## src/rtl/enemy_pkg.sv

```systemverilog
// Shared definitions for the enemy formation: position field layout,
// the empty-position marker, move-phase encodings and scheduler states.
package enemy_pkg;

    // Packed enemy position: horizontal in [18:9], vertical in [8:0].
    localparam int HPOS_W   = 10;
    localparam int VPOS_W   = 9;
    localparam int POS_W    = HPOS_W + VPOS_W;
    localparam int HPOS_MSB = 18;
    localparam int HPOS_LSB = 9;

    // Marker for "no enemy here".
    localparam logic [POS_W-1:0] NONE = 19'h7FFFF;

    // Move phase shared by every row. The two left phases (00, 11) have
    // equal bits; the two right phases (01, 10) have differing bits.
    localparam logic [1:0] PH_LEFT_A  = 2'b00;
    localparam logic [1:0] PH_RIGHT_A = 2'b01;
    localparam logic [1:0] PH_RIGHT_B = 2'b10;
    localparam logic [1:0] PH_LEFT_B  = 2'b11;

    typedef enum logic [1:0] {
        IDLE,
        WAIT,
        UPDATE,
        ADVANCE
    } sched_state_e;

    // True when the formation is moving left in this phase.
    function automatic logic phase_is_left(input logic [1:0] phase);
        return phase[1] == phase[0];
    endfunction

endpackage

```

## src/rtl/enemy_step_timer.sv

```systemverilog
// Frame-tick divider: counts qualified frame ticks and flags the tick
// that completes a march step. The counter clears itself on that tick.
module enemy_step_timer
    import enemy_pkg::*;
#(
    parameter int STEP_PERIOD = 4
) (
    input  logic clk_i,
    input  logic rst_i,
    input  logic clear_i,
    input  logic tick_i,
    output logic step_due_o
);

    localparam int CW = (STEP_PERIOD > 1) ? $clog2(STEP_PERIOD) : 1;
    localparam logic [CW-1:0] LAST = CW'(STEP_PERIOD - 1);

    logic [CW-1:0] count_q, count_d;

    assign step_due_o = tick_i && (count_q == LAST);

    // Next count: clear wins, then wrap on the step tick, else count ticks.
    always_comb begin
        // NOTE: default assignment first so every path drives count_d and no latch is inferred.
        count_d = count_q;
        if (clear_i || step_due_o) begin
            count_d = '0;
        end else if (tick_i) begin
            count_d = count_q + 1'b1;
        end
    end

    // Counter register with synchronous reset.
    always_ff @(posedge clk_i) begin
        // NOTE: non-blocking assignments keep every register updating from pre-edge values.
        if (rst_i) begin
            count_q <= '0;
        end else begin
            count_q <= count_d;
        end
    end

endmodule

```

## src/rtl/enemy_march_scheduler.sv

```systemverilog
// Enemy march scheduler: divides frame ticks into march steps, strobes one
// row per clock during a step, then advances the shared move phase when the
// formation reaches an edge or a sweep runs out of steps.
module enemy_march_scheduler
    import enemy_pkg::*;
#(
    parameter int          ROW_COUNT   = 3,
    parameter int          STEP_PERIOD = 4,
    parameter int          SWEEP_STEPS = 64,
    parameter logic [9:0]  LEFT_BOUND  = 10'd16,
    parameter logic [9:0]  RIGHT_BOUND = 10'd608
) (
    input  logic                 i_Clk,
    input  logic                 i_Rst,
    input  logic                 i_FrameTick,
    input  logic                 i_Enable,
    input  logic [ROW_COUNT-1:0] i_AliveMask,
    input  logic [HPOS_W-1:0]    i_MinX,
    input  logic [HPOS_W-1:0]    i_MaxX,
    output logic [1:0]           o_PhaseState,
    output logic [ROW_COUNT-1:0] o_RowUpdate,
    output logic                 o_Busy
);

    localparam int RW = (ROW_COUNT > 1) ? $clog2(ROW_COUNT) : 1;
    localparam int SW = (SWEEP_STEPS > 1) ? $clog2(SWEEP_STEPS) : 1;
    localparam logic [RW-1:0] LAST_ROW  = RW'(ROW_COUNT - 1);
    localparam logic [SW-1:0] LAST_STEP = SW'(SWEEP_STEPS - 1);

    sched_state_e         state_q, state_d;
    logic [RW-1:0]        row_idx_q, row_idx_d;
    logic [SW-1:0]        step_q, step_d;
    logic [1:0]           phase_q, phase_d;
    logic [ROW_COUNT-1:0] row_update_q, row_update_d;
    logic                 busy_q, busy_d;

    logic timer_tick;
    logic timer_clear;
    logic step_due;
    logic hit;

    // Ticks only count while waiting, enabled and with something left alive;
    // a disable in WAIT wins over a simultaneous tick and restarts the count.
    assign timer_tick  = (state_q == WAIT) && i_Enable && i_FrameTick && (|i_AliveMask);
    assign timer_clear = (state_q == WAIT) && !i_Enable;

    enemy_step_timer #(
        .STEP_PERIOD (STEP_PERIOD)
    ) u_step_timer (
        .clk_i      (i_Clk),
        .rst_i      (i_Rst),
        .clear_i    (timer_clear),
        .tick_i     (timer_tick),
        .step_due_o (step_due)
    );

    // Next-state logic; outputs are computed from the next state so they register as Moore outputs.
    always_comb begin
        state_d      = state_q;
        row_idx_d    = row_idx_q;
        step_d       = step_q;
        phase_d      = phase_q;
        row_update_d = '0;
        busy_d       = 1'b0;
        hit          = 1'b0;

        case (state_q)
            IDLE: begin
                if (i_Enable) state_d = WAIT;
            end
            WAIT: begin
                if (!i_Enable) begin
                    state_d = IDLE;
                end else if (step_due) begin
                    state_d   = UPDATE;
                    row_idx_d = '0;
                end
            end
            UPDATE: begin
                // The scan always completes so every row moves in the same step.
                if (row_idx_q == LAST_ROW) begin
                    state_d = ADVANCE;
                end else begin
                    row_idx_d = row_idx_q + 1'b1;
                end
            end
            ADVANCE: begin
                hit = phase_is_left(phase_q) ? (i_MinX <= LEFT_BOUND)
                                             : (i_MaxX >= RIGHT_BOUND);
                if (hit || (step_q == LAST_STEP)) begin
                    phase_d = phase_q + 2'd1;
                    step_d  = '0;
                end else begin
                    step_d  = step_q + 1'b1;
                end
                state_d = i_Enable ? WAIT : IDLE;
            end
            default: state_d = IDLE;
        endcase

        busy_d = (state_d == UPDATE) || (state_d == ADVANCE);
        if ((state_d == UPDATE) && i_AliveMask[row_idx_d]) begin
            row_update_d = ROW_COUNT'(1) << row_idx_d;
        end
    end

    // State and output registers with synchronous reset.
    always_ff @(posedge i_Clk) begin
        if (i_Rst) begin
            state_q      <= IDLE;
            row_idx_q    <= '0;
            step_q       <= '0;
            phase_q      <= PH_LEFT_A;
            row_update_q <= '0;
            busy_q       <= 1'b0;
        end else begin
            state_q      <= state_d;
            row_idx_q    <= row_idx_d;
            step_q       <= step_d;
            phase_q      <= phase_d;
            row_update_q <= row_update_d;
            busy_q       <= busy_d;
        end
    end

    assign o_PhaseState = phase_q;
    assign o_RowUpdate  = row_update_q;
    assign o_Busy       = busy_q;

endmodule

```

## config.mk

```make
export PLATFORM = sky130hd
export DESIGN_NAME = enemy_march_scheduler
export DESIGN_NICKNAME = d
export VERILOG_FILES = /design/src/rtl/enemy_pkg.sv /design/src/rtl/enemy_step_timer.sv /design/src/rtl/enemy_march_scheduler.sv
export SDC_FILE = /design/constraint.sdc
export NUM_CORES = 1
export LEC_CHECK = 0
export ABC_CLOCK_PERIOD_IN_PS = 1650
export BUFFER_PORTS_ARGS = -buffer_cell sky130_fd_sc_hd__buf_2
export CORE_MARGIN = 8
export CORE_UTILIZATION = 30
export DETAILED_ROUTE_END_ITERATION = 16
export GPL_TIMING_DRIVEN = 1
export PLACE_DENSITY_LB_ADDON = 0.08
export SLEW_MARGIN = 20
export SYNTH_ARGS = -nofsm -noshare
export SYNTH_HDL_FRONTEND = slang
export SYNTH_SLANG_ARGS = --single-unit
```

## constraint.sdc

```tcl
create_clock -name i_Clk -period 1.65 [get_ports i_Clk]
set_input_delay 0.0825 -clock i_Clk [delete_from_list [all_inputs] [get_ports i_Clk]]
set_output_delay 0.0825 -clock i_Clk [all_outputs]
set_load 0.02 [all_outputs]
```

==> impl_metrics.tcl <==
set metrics [dict create \
    maxSlewHeadroom 0.7975 \
    end_kind "register" \
    chipHeight_um 74.20 \
    min_period_ns 1.608 \
    globalplace.congestion 0.7159 \
    ys_seq_area_frac 0.3547 \
    synth.avg_cell_area_um2 9.071 \
    clk_pin_slew_worst_paths_ns 0.11 \
    outcome "finished, final reports clean" \
    hold_violations 0 \
    ctsHoldBuffers 0 \
    slowest_delay_ns 0.48 \
    antenna_cells 0 \
    p_total_w 0.0008425 \
    setup_ws_ns 0.04151 \
    timing.rr.end "step_q[4]$_SDFFE_PP0N_" \
    postSynthCellCount 112 \
    row_count 21 \
    reg2reg_from "step_q[0]$_SDFFE_PP0N_" \
    die_area_um2 5505 \
    ios 33 \
    cp_max_fo 3 \
    clockRootBuffer "clkbuf_4" \
    vdd_drop_max_uv 339.8 \
    dp_hpwl_um 2124 \
    internal_power_w 0.0006336 \
    drv_slew 0 \
    wl_um 2905 \
    die_w_um 74.20 \
    hold_end "o_RowUpdate[1]$_SDFF_PP0_" \
    p_seq_frac 0.531 \
    setup_violations 0 \
    cap_violations 0 \
    numCtsBuffers 3 \
    p_sw_w 0.0002089 \
    grt_overflow 0 \
    synth_edf_count 0 \
    hp-class "input port to register" \
    cellPowerDensity_nw_per_um2 519.6 \
    route.detailed.drc 0 \
    worstHoldStart "i_AliveMask[1]" \
    clk_path_buf_depth 2 \
    tns_ns 0 \
    fill_cells 329 \
    nets 205 \
    insertion_delay_ns 0.29 \
    syn_nets 147 \
    final-seq-area_um2 372.9 \
    firstDrtPassIters 8 \
    synth_cell_types 39 \
    arrival_ns 1.84 \
    rrSetupSlack_ns 0.04 \
    final.setup_skew_ns 0.001014 \
    ys_seq_elements 18 \
    grt_pass1_wl_um 4305 \
    detail_route.vias_per_cell 5.033 \
    pwr-share-clk 0.330 \
    post-route-period-util 0.9748 \
    cts.sinks 18 \
    synth_ff_type "dfxtp_1" \
    tightestPinTransition_ns 0.3020 \
    cts_tree "yes" \
    switching_share 0.2479 \
    ys_async_sr_fraction 0 \
    combinationalPowerShare 0.139 \
    holdPathStages 2 \
    slowest_stage "or4b_4" \
    rr_worst_depth 6 \
    required_ns 1.88 \
    multi_input_area_um2 754.5 \
    fmax_ghz 0.6217 \
    track_usage 0.09833 \
    syn_to_final_growth_pct 59.61 \
    antenna_found_initial 0 \
    first_iter_violations 23 \
    grt_max_degree 15 \
    grt_pass1_vias 1017 \
    core_area_um2 3284 \
    vias 1082 \
    post-place-ws_ns -0.1098 \
    htreeDepth 1 \
    worstSetupStartpointType "register" \
    p_leak_nw 0.6587 \
    yosys_warnings 0 \
    critical_path_class "register to register" \
    wire_per_inst_um 13.51 \
    drive_gt1_frac 0.5444 \
    initial_core_util 0.3093 \
    path_cells "ha_4, nand3_4, o32ai_4, a21oi_2, or4b_4, a31oi_1" \
    portBuffers 27 \
    antenna_left 0 \
    syn-cell-area_um2 1016 \
]
[repair_timing]
action,4_1_cts,5_1_grt
pin swaps,5,5
gates cloned,0,0
resized for setup,11,26
setup buffers,2,4
endpoints found under the setup margin,4,8
[critical path, delay by kind of cell (launching register included)]
| kind | cells | cell delay (ns) |
|---|---|---|
| AND/OR/NAND/NOR | 2 | 0.57 |
| AO/OA/AOI/OAI | 3 | 0.45 |
| flip-flops | 1 | 0.35 |
| adder cells (fa/ha/maj) | 1 | 0.16 |
[power groups by stage]
stage          Combinational [W]  Sequential (W)  Clock (W)
6_report                0.000117        0.000447   0.000278
5_1_grt                 0.000129        0.000448   0.000302
4_1_cts                 0.000102        0.000446   0.000288
3_5_place_dp           0.0000932        0.000455          0
3_3_place_gp           0.0000891        0.000455          0
2_1_floorplan          0.0000396        0.000454          0
[how the worst max path moves through the flow]
stage                                 startpoint                      endpoint  slack (ns)  cells past startpoint
after floorplan                        i_MinX[0]  o_PhaseState[0]$_SDFFE_PP0P_       -0.03                      5
after global routing       state_q[1]$_SDFF_PP0_     o_RowUpdate[1]$_SDFF_PP0_       -0.05                      7
after detailed placement               i_MinX[0]  o_PhaseState[0]$_SDFFE_PP0P_       -0.11                      6
after global placement                 i_MinX[0]  o_PhaseState[0]$_SDFFE_PP0P_       -0.08                      6
final                     step_q[0]$_SDFFE_PP0N_        step_q[4]$_SDFFE_PP0N_        0.04                      6
after CTS                 step_q[0]$_SDFFE_PP0N_        step_q[4]$_SDFFE_PP0N_     -0.0001                      7
[final cells by class]
cell class | count | share of cell area
Multi-Input combinational cell | 83 | 0.4653
Sequential cell | 18 | 0.2299
Timing Repair Buffer | 55 | 0.2230
Tap cell | 46 | 0.03549
Inverter | 9 | 0.02392
Clock buffer | 4 | 0.02238
[layer usage]
metal	up-vias	global-route usage	part of all wire
met4	0	0.03326	0.0059
met1	515	0.09977	0.39
met2	27	0.1816	0.52
met3	4	0.03369	0.079
met5	-	0	0
li1	536	-	-
[synthesized netlist by cell type, types with 2 or more instances]
master     n  area [µm²]
nand2b_1   2       12.51
nand3b_1   2       15.01
and4b_1    2       20.02
ha_1       8       100.1
dfxtp_1   18       360.4
inv_1      9       33.78
nand3_1    6       30.03
clkbuf_1   2       7.510
nand2_1    6       22.52
nor2b_1    3       18.77
a31oi_1    3       18.77
nand4b_1   2       17.52
nor3_1     2       10.01
o21ai_0    6       30.03
a21oi_1    8       40.04
nor2_1     6       22.52
a211oi_1   4       30.03
and3_1     2       12.51
[state kept, by name, summed over array words and instances, names as in the netlist]
| signal | count |
|---|---|
| u_step_timer.count_q | 2 |
| o_PhaseState | 2 |
| step_q | 6 |
| state_q | 2 |
| o_Busy | 1 |
| o_RowUpdate | 3 |
| row_idx_q | 2 |
[placed cells by master (no fill, tap or decap), types with 2 or more instances in the layout]
cell and n:
inv_4 2, nor3_1 2, dfxtp_4 2, a21oi_1 8, nor2_2 2, nor2_1 5
nand3b_1 2, nand4b_1 2, a211oi_1 2, buf_2 27, and4b_1 2, nand3_1 4
nand2b_1 2, a31oi_2 2, buf_4 26, inv_1 6, o21ai_0 4, dfxtp_2 4
dfxtp_1 12, o21ai_1 3, clkbuf_4 3, and3_1 2, nand2_1 6, ha_1 3
ha_4 4, nor2b_1 3, a211oi_2 3
[metrics by stage]
stage            util  cell area, µm²  hold slack (ns)  instances
2_1_floorplan       -            1018           0.2448        112
6_report       0.4937            1622          0.07242        215
3_3_place_gp   0.4229            1389           0.3693        206
3_5_place_dp   0.4229            1389           0.3828        206
5_1_grt        0.4937            1622          0.08496        215
4_1_cts        0.4514            1483          0.07370        212
[kinds of logic after synthesis]
family,synth area share
mux,0.01108
simple gates,0.2439
xor+xnor,0.02464
fa+ha+maj,0.09853
flops,0.3547
buf+inv,0.04064
compound gates,0.2266
Power figures use the tool's default switching activity.
